## src/rtl/reservation_station_if.sv

```systemverilog
// Dispatch, result-broadcast and issue channels of one reservation station.
// The DUT side uses the slave modport.
interface reservation_station_if #(
  parameter int REG_SIZE     = 64,
  parameter int GPR_IDX_SIZE = 5,
  parameter int OPC_SIZE     = 4
);
  logic                    i_disp_valid;
  logic                    o_disp_ready;
  logic [OPC_SIZE-1:0]     i_disp_opc;
  logic [GPR_IDX_SIZE-1:0] i_disp_dst;
  logic                    i_disp_op1_valid;
  logic [GPR_IDX_SIZE-1:0] i_disp_op1_gpr_idx;
  logic [REG_SIZE-1:0]     i_disp_op1_value;
  logic                    i_disp_op2_valid;
  logic [GPR_IDX_SIZE-1:0] i_disp_op2_gpr_idx;
  logic [REG_SIZE-1:0]     i_disp_op2_value;
  logic                    i_cdb_valid;
  logic [GPR_IDX_SIZE-1:0] i_cdb_gpr_idx;
  logic [REG_SIZE-1:0]     i_cdb_value;
  logic                    o_issue_valid;
  logic                    i_issue_ready;
  logic [OPC_SIZE-1:0]     o_issue_opc;
  logic [GPR_IDX_SIZE-1:0] o_issue_dst;
  logic [REG_SIZE-1:0]     o_issue_op1;
  logic [REG_SIZE-1:0]     o_issue_op2;

  modport slave (
    input  i_disp_valid, i_disp_opc, i_disp_dst,
           i_disp_op1_valid, i_disp_op1_gpr_idx, i_disp_op1_value,
           i_disp_op2_valid, i_disp_op2_gpr_idx, i_disp_op2_value,
           i_cdb_valid, i_cdb_gpr_idx, i_cdb_value, i_issue_ready,
    output o_disp_ready, o_issue_valid, o_issue_opc, o_issue_dst,
           o_issue_op1, o_issue_op2
  );

  modport master (
    output i_disp_valid, i_disp_opc, i_disp_dst,
           i_disp_op1_valid, i_disp_op1_gpr_idx, i_disp_op1_value,
           i_disp_op2_valid, i_disp_op2_gpr_idx, i_disp_op2_value,
           i_cdb_valid, i_cdb_gpr_idx, i_cdb_value, i_issue_ready,
    input  o_disp_ready, o_issue_valid, o_issue_opc, o_issue_dst,
           o_issue_op1, o_issue_op2
  );
endinterface

```

## src/rtl/reservation_station.sv

```systemverilog
// Reservation station: entries wait for operands via CDB snooping, the lowest
// ready entry moves into a registered valid/ready issue stage.

module rs_entry #(
  parameter int REG_SIZE     = 64,
  parameter int GPR_IDX_SIZE = 5,
  parameter int OPC_SIZE     = 4
) (
  input  logic                    clk,
  input  logic                    clr,
  input  logic                    wr_en,
  input  logic                    sel,
  input  logic [OPC_SIZE-1:0]     wr_opc,
  input  logic [GPR_IDX_SIZE-1:0] wr_dst,
  input  logic                    wr_op1_valid,
  input  logic [GPR_IDX_SIZE-1:0] wr_op1_idx,
  input  logic [REG_SIZE-1:0]     wr_op1_value,
  input  logic                    wr_op2_valid,
  input  logic [GPR_IDX_SIZE-1:0] wr_op2_idx,
  input  logic [REG_SIZE-1:0]     wr_op2_value,
  input  logic                    cdb_valid,
  input  logic [GPR_IDX_SIZE-1:0] cdb_idx,
  input  logic [REG_SIZE-1:0]     cdb_value,
  output logic                    busy,
  output logic                    ready,
  output logic [OPC_SIZE-1:0]     opc,
  output logic [GPR_IDX_SIZE-1:0] dst,
  output logic [REG_SIZE-1:0]     op1_value,
  output logic [REG_SIZE-1:0]     op2_value
);
  typedef struct packed {
    logic                    valid;
    logic [GPR_IDX_SIZE-1:0] idx;
    logic [REG_SIZE-1:0]     value;
  } opnd_t;

  typedef struct packed {
    logic                    busy;
    logic [OPC_SIZE-1:0]     opc;
    logic [GPR_IDX_SIZE-1:0] dst;
    opnd_t                   op1;
    opnd_t                   op2;
  } ent_t;

  ent_t ent_q, ent_d;

  // Same rule serves wakeup of stored operands and dispatch-time bypass;
  // an operand that is already valid never looks at the CDB.
  function automatic opnd_t wake(input opnd_t o, input logic cv,
                                 input logic [GPR_IDX_SIZE-1:0] ct,
                                 input logic [REG_SIZE-1:0] cx);
    opnd_t r;
    r = o;
    if (!o.valid && cv && (o.idx == ct)) begin
      r.valid = 1'b1;
      r.value = cx;
    end
    return r;
  endfunction

  always_comb begin
    ent_d = ent_q;
    if (ent_q.busy) begin
      ent_d.op1 = wake(ent_q.op1, cdb_valid, cdb_idx, cdb_value);
      ent_d.op2 = wake(ent_q.op2, cdb_valid, cdb_idx, cdb_value);
      if (sel) ent_d.busy = 1'b0;
    end else if (wr_en) begin
      ent_d.busy = 1'b1;
      ent_d.opc  = wr_opc;
      ent_d.dst  = wr_dst;
      ent_d.op1  = wake({wr_op1_valid, wr_op1_idx, wr_op1_value},
                        cdb_valid, cdb_idx, cdb_value);
      ent_d.op2  = wake({wr_op2_valid, wr_op2_idx, wr_op2_value},
                        cdb_valid, cdb_idx, cdb_value);
    end
  end

  always_ff @(posedge clk) begin
    if (clr) ent_q <= '0;
    else     ent_q <= ent_d;
  end

  assign busy      = ent_q.busy;
  assign ready     = ent_q.busy && ent_q.op1.valid && ent_q.op2.valid;
  assign opc       = ent_q.opc;
  assign dst       = ent_q.dst;
  assign op1_value = ent_q.op1.value;
  assign op2_value = ent_q.op2.value;
endmodule

module reservation_station #(
  parameter int RS_SIZE      = 2,
  parameter int REG_SIZE     = 64,
  parameter int GPR_IDX_SIZE = 5,
  parameter int OPC_SIZE     = 4
) (
  input  logic                           i_clk,
  input  logic                           i_reset,
  input  logic                           i_flush,
  reservation_station_if.slave           rs,
  output logic [$clog2(RS_SIZE+1)-1:0]   o_occupancy
);
  localparam int OCC_W = $clog2(RS_SIZE + 1);
  localparam int IDX_W = $clog2(RS_SIZE);

  typedef struct packed {
    logic                    valid;
    logic [OPC_SIZE-1:0]     opc;
    logic [GPR_IDX_SIZE-1:0] dst;
    logic [REG_SIZE-1:0]     op1;
    logic [REG_SIZE-1:0]     op2;
  } iss_t;

  logic                                      clr;
  logic [RS_SIZE-1:0]                        e_busy, e_rdy;
  logic [RS_SIZE-1:0][OPC_SIZE-1:0]          e_opc;
  logic [RS_SIZE-1:0][GPR_IDX_SIZE-1:0]      e_dst;
  logic [RS_SIZE-1:0][REG_SIZE-1:0]          e_op1, e_op2;
  logic [RS_SIZE-1:0]                        alloc_oh, rdy_oh, wr_en, sel_oh;
  logic                                      found_a, found_s;
  logic [IDX_W-1:0]                          sel_idx;
  logic                                      disp_ready, disp_fire;
  logic                                      sel_en, sel_any;
  iss_t                                      iss_q, iss_d;
  logic [OCC_W-1:0]                          occ_q, occ_d;

  assign clr = i_reset || i_flush;

  // Ready mask comes from registered entry state, so a freshly written or
  // freshly woken entry is only eligible one cycle later.
  always_comb begin
    alloc_oh = '0;
    rdy_oh   = '0;
    found_a  = 1'b0;
    found_s  = 1'b0;
    sel_idx  = '0;
    for (int i = 0; i < RS_SIZE; i++) begin
      if (!e_busy[i] && !found_a) begin
        alloc_oh[i] = 1'b1;
        found_a     = 1'b1;
      end
      if (e_rdy[i] && !found_s) begin
        rdy_oh[i] = 1'b1;
        sel_idx   = IDX_W'(i);
        found_s   = 1'b1;
      end
    end
  end

  assign disp_ready = (occ_q != OCC_W'(RS_SIZE));
  assign disp_fire  = rs.i_disp_valid && disp_ready;
  assign wr_en      = alloc_oh & {RS_SIZE{disp_fire}};
  assign sel_en     = !iss_q.valid || rs.i_issue_ready;
  assign sel_any    = found_s && sel_en;
  assign sel_oh     = rdy_oh & {RS_SIZE{sel_en}};

  for (genvar g = 0; g < RS_SIZE; g++) begin : g_ent
    rs_entry #(
      .REG_SIZE(REG_SIZE), .GPR_IDX_SIZE(GPR_IDX_SIZE), .OPC_SIZE(OPC_SIZE)
    ) u_ent (
      .clk          (i_clk),
      .clr          (clr),
      .wr_en        (wr_en[g]),
      .sel          (sel_oh[g]),
      .wr_opc       (rs.i_disp_opc),
      .wr_dst       (rs.i_disp_dst),
      .wr_op1_valid (rs.i_disp_op1_valid),
      .wr_op1_idx   (rs.i_disp_op1_gpr_idx),
      .wr_op1_value (rs.i_disp_op1_value),
      .wr_op2_valid (rs.i_disp_op2_valid),
      .wr_op2_idx   (rs.i_disp_op2_gpr_idx),
      .wr_op2_value (rs.i_disp_op2_value),
      .cdb_valid    (rs.i_cdb_valid),
      .cdb_idx      (rs.i_cdb_gpr_idx),
      .cdb_value    (rs.i_cdb_value),
      .busy         (e_busy[g]),
      .ready        (e_rdy[g]),
      .opc          (e_opc[g]),
      .dst          (e_dst[g]),
      .op1_value    (e_op1[g]),
      .op2_value    (e_op2[g])
    );
  end

  always_comb begin
    iss_d = iss_q;
    if (iss_q.valid && rs.i_issue_ready) iss_d.valid = 1'b0;
    if (sel_any) begin
      iss_d.valid = 1'b1;
      iss_d.opc   = e_opc[sel_idx];
      iss_d.dst   = e_dst[sel_idx];
      iss_d.op1   = e_op1[sel_idx];
      iss_d.op2   = e_op2[sel_idx];
    end
    occ_d = occ_q + OCC_W'(disp_fire) - OCC_W'(sel_any);
  end

  always_ff @(posedge i_clk) begin
    if (clr) begin
      iss_q <= '0;
      occ_q <= '0;
    end else begin
      iss_q <= iss_d;
      occ_q <= occ_d;
    end
  end

  assign rs.o_disp_ready  = disp_ready;
  assign rs.o_issue_valid = iss_q.valid;
  assign rs.o_issue_opc   = iss_q.opc;
  assign rs.o_issue_dst   = iss_q.dst;
  assign rs.o_issue_op1   = iss_q.op1;
  assign rs.o_issue_op2   = iss_q.op2;
  assign o_occupancy      = occ_q;
endmodule

```

## src/flat_wrapper.sv

```systemverilog
// flat-port wrapper written by rule: the top's interface ports become plain ports
module reservation_station_flat 
#(
  parameter int RS_SIZE      = 2,
  parameter int REG_SIZE     = 64,
  parameter int GPR_IDX_SIZE = 5,
  parameter int OPC_SIZE     = 4
)
  (i_clk, i_reset, i_flush, o_occupancy, rs_i_disp_valid, rs_i_disp_opc, rs_i_disp_dst, rs_i_disp_op1_valid, rs_i_disp_op1_gpr_idx, rs_i_disp_op1_value, rs_i_disp_op2_valid, rs_i_disp_op2_gpr_idx, rs_i_disp_op2_value, rs_i_cdb_valid, rs_i_cdb_gpr_idx, rs_i_cdb_value, rs_i_issue_ready, rs_o_disp_ready, rs_o_issue_valid, rs_o_issue_opc, rs_o_issue_dst, rs_o_issue_op1, rs_o_issue_op2);
  reservation_station_if #(.REG_SIZE(REG_SIZE), .GPR_IDX_SIZE(GPR_IDX_SIZE), .OPC_SIZE(OPC_SIZE)) rs_i ();
  input  logic i_clk;
  input  logic i_reset;
  input  logic i_flush;
  output logic [$clog2(RS_SIZE+1)-1:0] o_occupancy;
  input wire logic [$bits(rs_i.i_disp_valid)-1:0] rs_i_disp_valid;
  input wire logic [$bits(rs_i.i_disp_opc)-1:0] rs_i_disp_opc;
  input wire logic [$bits(rs_i.i_disp_dst)-1:0] rs_i_disp_dst;
  input wire logic [$bits(rs_i.i_disp_op1_valid)-1:0] rs_i_disp_op1_valid;
  input wire logic [$bits(rs_i.i_disp_op1_gpr_idx)-1:0] rs_i_disp_op1_gpr_idx;
  input wire logic [$bits(rs_i.i_disp_op1_value)-1:0] rs_i_disp_op1_value;
  input wire logic [$bits(rs_i.i_disp_op2_valid)-1:0] rs_i_disp_op2_valid;
  input wire logic [$bits(rs_i.i_disp_op2_gpr_idx)-1:0] rs_i_disp_op2_gpr_idx;
  input wire logic [$bits(rs_i.i_disp_op2_value)-1:0] rs_i_disp_op2_value;
  input wire logic [$bits(rs_i.i_cdb_valid)-1:0] rs_i_cdb_valid;
  input wire logic [$bits(rs_i.i_cdb_gpr_idx)-1:0] rs_i_cdb_gpr_idx;
  input wire logic [$bits(rs_i.i_cdb_value)-1:0] rs_i_cdb_value;
  input wire logic [$bits(rs_i.i_issue_ready)-1:0] rs_i_issue_ready;
  output wire logic [$bits(rs_i.o_disp_ready)-1:0] rs_o_disp_ready;
  output wire logic [$bits(rs_i.o_issue_valid)-1:0] rs_o_issue_valid;
  output wire logic [$bits(rs_i.o_issue_opc)-1:0] rs_o_issue_opc;
  output wire logic [$bits(rs_i.o_issue_dst)-1:0] rs_o_issue_dst;
  output wire logic [$bits(rs_i.o_issue_op1)-1:0] rs_o_issue_op1;
  output wire logic [$bits(rs_i.o_issue_op2)-1:0] rs_o_issue_op2;
  assign rs_i.i_disp_valid = rs_i_disp_valid;
  assign rs_i.i_disp_opc = rs_i_disp_opc;
  assign rs_i.i_disp_dst = rs_i_disp_dst;
  assign rs_i.i_disp_op1_valid = rs_i_disp_op1_valid;
  assign rs_i.i_disp_op1_gpr_idx = rs_i_disp_op1_gpr_idx;
  assign rs_i.i_disp_op1_value = rs_i_disp_op1_value;
  assign rs_i.i_disp_op2_valid = rs_i_disp_op2_valid;
  assign rs_i.i_disp_op2_gpr_idx = rs_i_disp_op2_gpr_idx;
  assign rs_i.i_disp_op2_value = rs_i_disp_op2_value;
  assign rs_i.i_cdb_valid = rs_i_cdb_valid;
  assign rs_i.i_cdb_gpr_idx = rs_i_cdb_gpr_idx;
  assign rs_i.i_cdb_value = rs_i_cdb_value;
  assign rs_i.i_issue_ready = rs_i_issue_ready;
  assign rs_o_disp_ready = rs_i.o_disp_ready;
  assign rs_o_issue_valid = rs_i.o_issue_valid;
  assign rs_o_issue_opc = rs_i.o_issue_opc;
  assign rs_o_issue_dst = rs_i.o_issue_dst;
  assign rs_o_issue_op1 = rs_i.o_issue_op1;
  assign rs_o_issue_op2 = rs_i.o_issue_op2;
  reservation_station #(.RS_SIZE(RS_SIZE), .REG_SIZE(REG_SIZE), .GPR_IDX_SIZE(GPR_IDX_SIZE), .OPC_SIZE(OPC_SIZE)) u_core (.i_clk(i_clk), .i_reset(i_reset), .i_flush(i_flush), .rs(rs_i), .o_occupancy(o_occupancy));
endmodule
```

## config.mk

```make
export PLATFORM = sky130hd
export DESIGN_NAME = reservation_station_flat
export DESIGN_NICKNAME = d
export VERILOG_FILES = /design/src/rtl/reservation_station_if.sv /design/src/rtl/reservation_station.sv /design/src/flat_wrapper.sv
export SDC_FILE = /design/constraint.sdc
export NUM_CORES = 1
export LEC_CHECK = 0
export CAP_MARGIN = 20
export CORE_UTILIZATION = 47
export DETAILED_ROUTE_END_ITERATION = 7
export PLACE_DENSITY = 0.72
export SYNTH_ARGS = -nofsm -noshare
export SYNTH_HDL_FRONTEND = slang
export SYNTH_SLANG_ARGS = --single-unit
```

## constraint.sdc

```tcl
create_clock -name i_clk -period 3.04 [get_ports i_clk]
set_clock_uncertainty 0.1 [all_clocks]
set_input_delay 0.608 -clock i_clk [delete_from_list [all_inputs] [get_ports i_clk]]
set_output_delay 0.608 -clock i_clk [all_outputs]
set_load 0.1 [all_outputs]
```

==> flow_metrics.env, run 1 <==
export IMPL_relSlewSlack_pct=53.0
export IMPL_synthAdderAreaFrac_pct=0.117
export IMPL_yosysSeqAreaShare_pct=41.3
export IMPL_seqPwrFrac_pct=45.5
export IMPL_yosysTopAreaCell="dfxtp_1"
export IMPL_synth_area_top_cells="dfxtp_1 (41%), a31oi_1 (9.4%), mux2i_1 (6.4%), nand3_1 (6.0%), and4_1 (5.3%)"
export IMPL_fillers=3924
export IMPL_synth_seq_cells=440
export IMPL_gp_congestion=0.809
export IMPL_min_path_type="flop to flop"
export IMPL_synth_simple_area_share_pct=19.8
export IMPL_ios=365
export IMPL_crit_start="rs_i_cdb_gpr_idx[1]"
export IMPL_die_h_um=215
export IMPL_h_tree_depth=2
export IMPL_clock_latency_ns=0.59
export IMPL_wl_per_cell_um=22.9
export IMPL_hold_viol=0
export IMPL_drc=0
export IMPL_area_growth_pct=25.3
export IMPL_hold_path_cell_count=2
export IMPL_comb_power_share_pct=10.3
export IMPL_cp_data_required_time_ns=3.40
export IMPL_num_rows=77
export IMPL_synthXorXnorAreaFrac_pct=1.35
export IMPL_min_from="u_core.g_ent[1].u_ent.dst[2]$_SDFFE_PP0P_"
export IMPL_track_usage_pct=32.1
export IMPL_die_area_um2=46200
export IMPL_max_freq_ghz=0.408
export IMPL_yosys_warnings=0
export IMPL_dr_total_vias=22293
export IMPL_synthesis_area_um2=21300
export IMPL_numCtsBuffers=48
export IMPL_yosysUniqueCellTypes=44
export IMPL_fin_area_um2=26700
export IMPL_finalCoreUtilization_pct=60.0
export IMPL_power_per_cell_area_nw_per_um2=486
export IMPL_drt_iter0_markers=2451
export IMPL_dpl_cell_area_um2=25200
export IMPL_grt_pass1_vias=21253
export IMPL_cts_resized=0
export IMPL_finalCritPeriodShare_pct=80.6
export IMPL_clock_path_buffers=3
export IMPL_cts_tree="yes"
export IMPL_period_needed_ns=2.45
export IMPL_placedCellCount=3308
export IMPL_fp_coreArea_um2=44500
export IMPL_synth_compound_area_share_pct=24.6
export IMPL_vdd_drop_max_mv=0.366
export IMPL_p_sw_w=0.00324
export IMPL_initial_core_util_pct=47.9
export IMPL_instances_no_fill=3394
export IMPL_antenna_found_initial=9
export IMPL_dr_pass1_iters=6
export IMPL_synth_edf_count=0
export IMPL_grt_start_max_net_pins=97
export IMPL_ant_nets=0
export IMPL_cts_hold_buffers_added=0
export IMPL_r2r_start="u_core.g_ent[0].u_ent.ent_q[139]$_SDFFE_PP0P_"
export IMPL_crit_path_start_kind="input port"
export IMPL_worstPathArrival_ns=2.81
export IMPL_die_w_um=215
export IMPL_synth_top_family_by_area="compound AO/OA/AOI/OAI gates"
export IMPL_crit_path_max_fanout=37
export IMPL_syn_inst=2579
export IMPL_syn_area_per_cell_um2=8.27
export IMPL_clkTransAtPathRegs_ns=0.06
export IMPL_rsz0062_at_grt="no"
export IMPL_grt_ovfl_total=0
export IMPL_async_flop_share_pct=0
export IMPL_syn_nets=2805
export IMPL_grt_pass1_wl_um=119000
export IMPL_status="finished clean"
export IMPL_drv_cap=0
export IMPL_p_int_w=0.00975
export IMPL_setup_viol=0
export IMPL_p_leak_nw=9.60
export IMPL_endpoint_kind="flop"
export IMPL_post_cts_setup_buffers=0
export IMPL_hpwlAfterDp_um=47000
export IMPL_drive_gt1_share_pct=11.2
export IMPL_finalMaxSlewViolations=0
export IMPL_viasPerCell=6.57
export IMPL_port_buffers=364
export IMPL_cts_sinks=440
export IMPL_ys_flop_type="dfxtp_1"
export IMPL_fin_nets=2992
export IMPL_tightest_slew_ns=0.705
export IMPL_yosys_area_top_type_share_pct=41.3
export IMPL_cts_root_buf="clkbuf_16"
export IMPL_routed_wl_um=77600
export IMPL_fin_setup_tns_ns=0
export IMPL_reg2regPathDepth=5
export IMPL_swShare_pct=24.9
export IMPL_clockPowerShare_pct=44.3
export IMPL_synth_mux_area_share_pct=6.43
export IMPL_worst_setup_path_type="input port to flop"
## kinds of logic after synthesis
group	after synthesis
and+or+nand+nor	832
AOI/OAI and AO/OA	830
DFF	440
buffers and inverters	306
muxes	137
xor gates and xnor gates	32
adders and majority gates	2
## flip-flops by register name (all words and copies together), names as in the netlist, 4 cells and up
register,flops
u_core.g_ent.u_ent.dst,10
u_core.rs.o_issue_op2,64
u_core.g_ent.u_ent.ent_q,24
u_core.rs.o_issue_opc,4
u_core.rs.o_issue_op1,64
u_core.g_ent.u_ent.op1_value,128
u_core.g_ent.u_ent.op2_value,128
u_core.g_ent.u_ent.opc,8
u_core.rs.o_issue_dst,5
## synth_stat cells (5+ instances only)
library cell / n
and4_1: 129
buf_6: 7
nand2_1: 273
a21o_1: 64
nand3_1: 256
nor2_1: 140
dfxtp_1: 440
o21ai_0: 119
mux2i_1: 137
a211oi_1: 137
a22oi_1: 64
buf_2: 117
nand4_1: 5
clkbuf_1: 142
buf_1: 30
a31oi_1: 321
xnor2_1: 21
buf_4: 8
xor2_1: 10
a21oi_1: 109
o21ai_1: 11
## cell usage in the layout, fill, tap and decap left out, types with 2 or more instances in the layout
cell | Yosys | routed
inv_1 | 2 | 2
nand3_1 | 256 | 256
a31oi_1 | 321 | 321
o21ai_0 | 119 | 119
clkinv_2 | 0 | 9
or4_2 | 0 | 3
bufinv_16 | 0 | 2
nand4_1 | 5 | 5
clkbuf_16 | 0 | 49
buf_4 | 8 | 176
clkbuf_8 | 0 | 11
nor4_4 | 1 | 2
o31ai_1 | 2 | 2
clkbuf_1 | 142 | 8
nor2b_1 | 2 | 2
a211oi_1 | 137 | 137
diode_2 | 0 | 7
a22oi_1 | 64 | 64
and4_1 | 129 | 128
xor2_1 | 10 | 10
and2_1 | 3 | 3
nor3_1 | 3 | 3
nand2_1 | 273 | 272
xnor2_1 | 21 | 21
nor4_2 | 1 | 3
mux2i_1 | 137 | 137
dfxtp_1 | 440 | 440
nor2_1 | 140 | 139
buf_12 | 0 | 42
a21o_1 | 64 | 64
o21ai_1 | 11 | 11
a21oi_1 | 109 | 109
ha_1 | 2 | 2
clkdlybuf4s50_1 | 0 | 223
## per-stage QoR
step | worst slack [ns] | hold slack [ns] | power [W]
floorplan | 0.0215 | 0.336 | 0.00663
CTS | 0.638 | 0.354 | 0.0130
detailed placement | 0.0317 | 0.346 | 0.00734
finish | 0.591 | 0.355 | 0.0130
global placement | 0.0605 | 0.341 | 0.00730
global route | 0.458 | 0.374 | 0.0134
## per-layer routing
layer	vias to the layer above	global-route usage, %	part of all wire [%]
li1	10022	-	-
met1	10736	42.3	41
met2	1313	50.2	46
met3	218	6.71	9.5
met4	4	14.9	3.8
met5	-	0	0.035
## area by class of cell
class	instances	area [um2]	area share [%]
well taps	592	741	2.77
flip-flops and latches	440	8810	33.0
diodes	7	17.5	0.0656
multi-input cells	1833	11200	42.1
inverters	2	7.51	0.0281
clock inverters	11	105	0.393
clock buffers	68	1410	5.27
repair buffers	441	4390	16.4
## power by group through the flow
| stage | registers, W | logic, W | clock network (W) |
|---|---|---|---|
| after floorplan | 0.00603 | 0.000597 | 0 |
| after global placement | 0.00603 | 0.00127 | 0 |
| after detailed placement | 0.00603 | 0.00131 | 0 |
| after CTS | 0.00590 | 0.00131 | 0.00580 |
| after global routing | 0.00591 | 0.00141 | 0.00604 |
| final | 0.00591 | 0.00134 | 0.00575 |
## critical path, stage by stage
cell and delay (ns):
clkdlybuf4s50_1 0.64, buf_4 0.18, xnor2_1 0.11, nand4_1 0.19, o41a_2 0.49, buf_12 0.20
a22oi_1 0.24, a21oi_1 0.11
## worst paths after layout
| path | slack, ns | end |
|---|---|---|
| setup / recovery | 0.59 | u_core.g_ent[1].u_ent.op2_value[31]$_SDFFE_PP0P_ |
| hold / removal | 0.35 | u_core.g_ent[1].u_ent.dst[2]$_SDFFE_PP0P_ |
| setup reg to reg | 0.86 | u_core.rs.o_issue_op2[38]$_SDFFE_PP0P_ |
| hold reg to reg | 0.35 | u_core.g_ent[1].u_ent.dst[2]$_SDFFE_PP0P_ |
Power figures use the tool's default switching activity.
==> inputs of run 2 (changes only) <==
Settings changed: PLACE_DENSITY 0.72 to 0.75.
Clock period 3.04 ns to 2.02 ns, I/O delays scaled along.
==> flow_metrics.env, run 2 (synthesis results as in run 1) <==
export IMPL_status="complete, but fails checks"
export IMPL_violations="DRC, setup timing"
export IMPL_placedCellCount=3411
export IMPL_drive_gt1_share_pct=19.4
export IMPL_wl_per_cell_um=23.6
export IMPL_rsz0062_at_grt="yes"
export IMPL_gp_congestion=0.852
export IMPL_min_path_type="input port to flop"
export IMPL_path_delay_family="compound AO/OA/AOI/OAI gates"
export IMPL_clock_path_buffers=3
export IMPL_hpwlAfterDp_um=50800
export IMPL_grt_ovfl_total=0
export IMPL_setup_viol=130
export IMPL_drt_iter0_markers=3217
export IMPL_die_area_um2=46200
export IMPL_p_leak_nw=10.7
export IMPL_worst_setup_path_type="flop to flop"
export IMPL_ios=365
export IMPL_antenna_found_initial=4
export IMPL_grt_start_max_net_pins=118
export IMPL_die_w_um=215
export IMPL_layout_commonest_cell="dfxtp_1"
export IMPL_dr_pass1_iters=8
export IMPL_numCtsBuffers=48
export IMPL_viasPerCell=6.60
export IMPL_crit_chain="xnor2_2 -> nand4_1 -> buf_4 -> o41a_4 -> clkbuf_16 -> a22oi_1 -> a21oi_1"
export IMPL_cp_data_required_time_ns=2.40
export IMPL_grt_pass1_vias=21915
export IMPL_initial_core_util_pct=47.9
export IMPL_port_buffers=364
export IMPL_endpoint_kind="flop"
export IMPL_cts_sinks=440
export IMPL_reg2regPathDepth=7
export IMPL_hold_viol=0
export IMPL_finalCritPeriodShare_pct=109
export IMPL_hold_path_cell_count=3
export IMPL_finalPower_w=0.0201
export IMPL_die_h_um=215
export IMPL_cts_root_buf="clkbuf_16"
export IMPL_power_per_cell_area_nw_per_um2=681
export IMPL_tightest_slew_ns=0.822
export IMPL_cp_slowest_cell="o41a_4"
export IMPL_fp_coreArea_um2=44500
export IMPL_cp_depth=7
export IMPL_finalMaxSlewViolations=0
export IMPL_instances_no_fill=3535
export IMPL_clock_latency_ns=0.60
export IMPL_crit_path_start_kind="flop"
export IMPL_drc=14
export IMPL_final_cell_mix="dfxtp_1 (425), a31oi_1 (309), nand2_1 (251), nand3_1 (249), buf_4 (219)"
export IMPL_area_growth_pct=38.3
export IMPL_ant_nets=0
export IMPL_cp_num_buf_inv=2
export IMPL_drv_cap=0
export IMPL_dr_total_vias=23342
export IMPL_cts_hold_buffers_added=0
export IMPL_num_rows=77
export IMPL_vdd_drop_max_mv=0.540
export IMPL_clkTransAtPathRegs_ns=0.06
export IMPL_period_needed_ns=2.20
export IMPL_timing_final_ws_setup_ns=-0.176
export IMPL_worstPathArrival_ns=2.58
export IMPL_routed_wl_um=83300
export IMPL_max_freq_ghz=0.455
export IMPL_grt_pass1_wl_um=121000
export IMPL_fin_nets=3128
export IMPL_max_stage_delay_ns=0.45
export IMPL_track_usage_pct=32.5
export IMPL_cts_tree="yes"
export IMPL_relSlewSlack_pct=45.2
export IMPL_fillers=3466
export IMPL_crit_path_max_fanout=17
export IMPL_h_tree_depth=2
run 2: cell count changes in the layout (fill, tap and decap cells not counted), sizes merged, moves of 2 or more:
cell | previous run | this run
diode | 7 | 4
clkdlybuf4s50 | 223 | 218
buf | 218 | 338
dlygate4sd2 | 0 | 4
bufbuf | 0 | 2
clkbuf | 68 | 86
clkinv | 9 | 11
inv | 2 | 5
run 2: where the power goes:
group | leakage [nW] | switching (W) | internal [W]
Clock | 0.791 | 0.00379 | 0.00512
Combinational | 6.37 | 0.00129 | 0.000993
Sequential | 3.56 | 0.0000868 | 0.00881
run 2: worst register-to-register path, delay by kind of cell, from the launching register on:
kind / cells / cell delay, ns
simple gates: 1 / 0.21
buf+inv: 2 / 0.46
xor+xnor: 1 / 0.16
compound gates: 3 / 0.80
flops: 1 / 0.34
run 2: layer usage:
| metal | part of all wire, % | GRT usage [%] | vias to the layer above |
|---|---|---|---|
| li1 | - | - | 10307 |
| met1 | 39 | 42.8 | 11120 |
| met2 | 46 | 51.0 | 1613 |
| met3 | 11 | 6.37 | 302 |
| met4 | 4.4 | 16.1 | 0 |
| met5 | 0 | 0 | - |
run 2: cell type report:
type | count | area [um2] | share of cell area, %
diodes | 4 | 10.0 | 0.0339
clock buffers | 71 | 1460 | 4.94
clock inverters | 16 | 119 | 0.403
inverters | 2 | 7.51 | 0.0254
multi-input cells | 1833 | 11800 | 40.0
flip-flops and latches | 440 | 8830 | 29.9
well taps | 592 | 741 | 2.51
repair buffers | 577 | 6530 | 22.1
run 2: worst paths after layout:
kind                                                 from                                               end  slack [ns]
max          u_core.g_ent[1].u_ent.ent_q[67]$_SDFFE_PP0P_  u_core.g_ent[1].u_ent.op2_value[57]$_SDFFE_PP0P_       -0.18
min                                      rs_i_disp_dst[4]         u_core.g_ent[0].u_ent.dst[4]$_SDFFE_PP0P_        0.30
max reg2reg  u_core.g_ent[1].u_ent.ent_q[67]$_SDFFE_PP0P_  u_core.g_ent[1].u_ent.op2_value[57]$_SDFFE_PP0P_       -0.18
min reg2reg     u_core.g_ent[0].u_ent.opc[2]$_SDFFE_PP0P_         u_core.g_ent[0].u_ent.opc[2]$_SDFFE_PP0P_        0.35
run 2: timing repair:
item,in CTS,in global routing
pin swaps,3,81
buffers inserted,3,8
gates resized for setup,23,127
cloned,3,19
setup endpoints to repair,260,353
run 2: per-stage QoR:
step | setup WS [ns] | utilization, % | instance area [um2] | TNS, ns | hold slack [ns]
5_1_grt | -0.194 | 66.3 | 29500 | -15.52 | 0.325
2_1_floorplan | -0.0430 | - | 21600 | -1.93 | 0.336
6_report | -0.176 | 66.3 | 29500 | -9.79 | 0.298
3_3_place_gp | -0.764 | 60.0 | 26700 | -198.68 | 0.342
4_1_cts | -0.0536 | 64.0 | 28500 | -0.644 | 0.274
3_5_place_dp | -0.807 | 60.0 | 26700 | -214.55 | 0.348
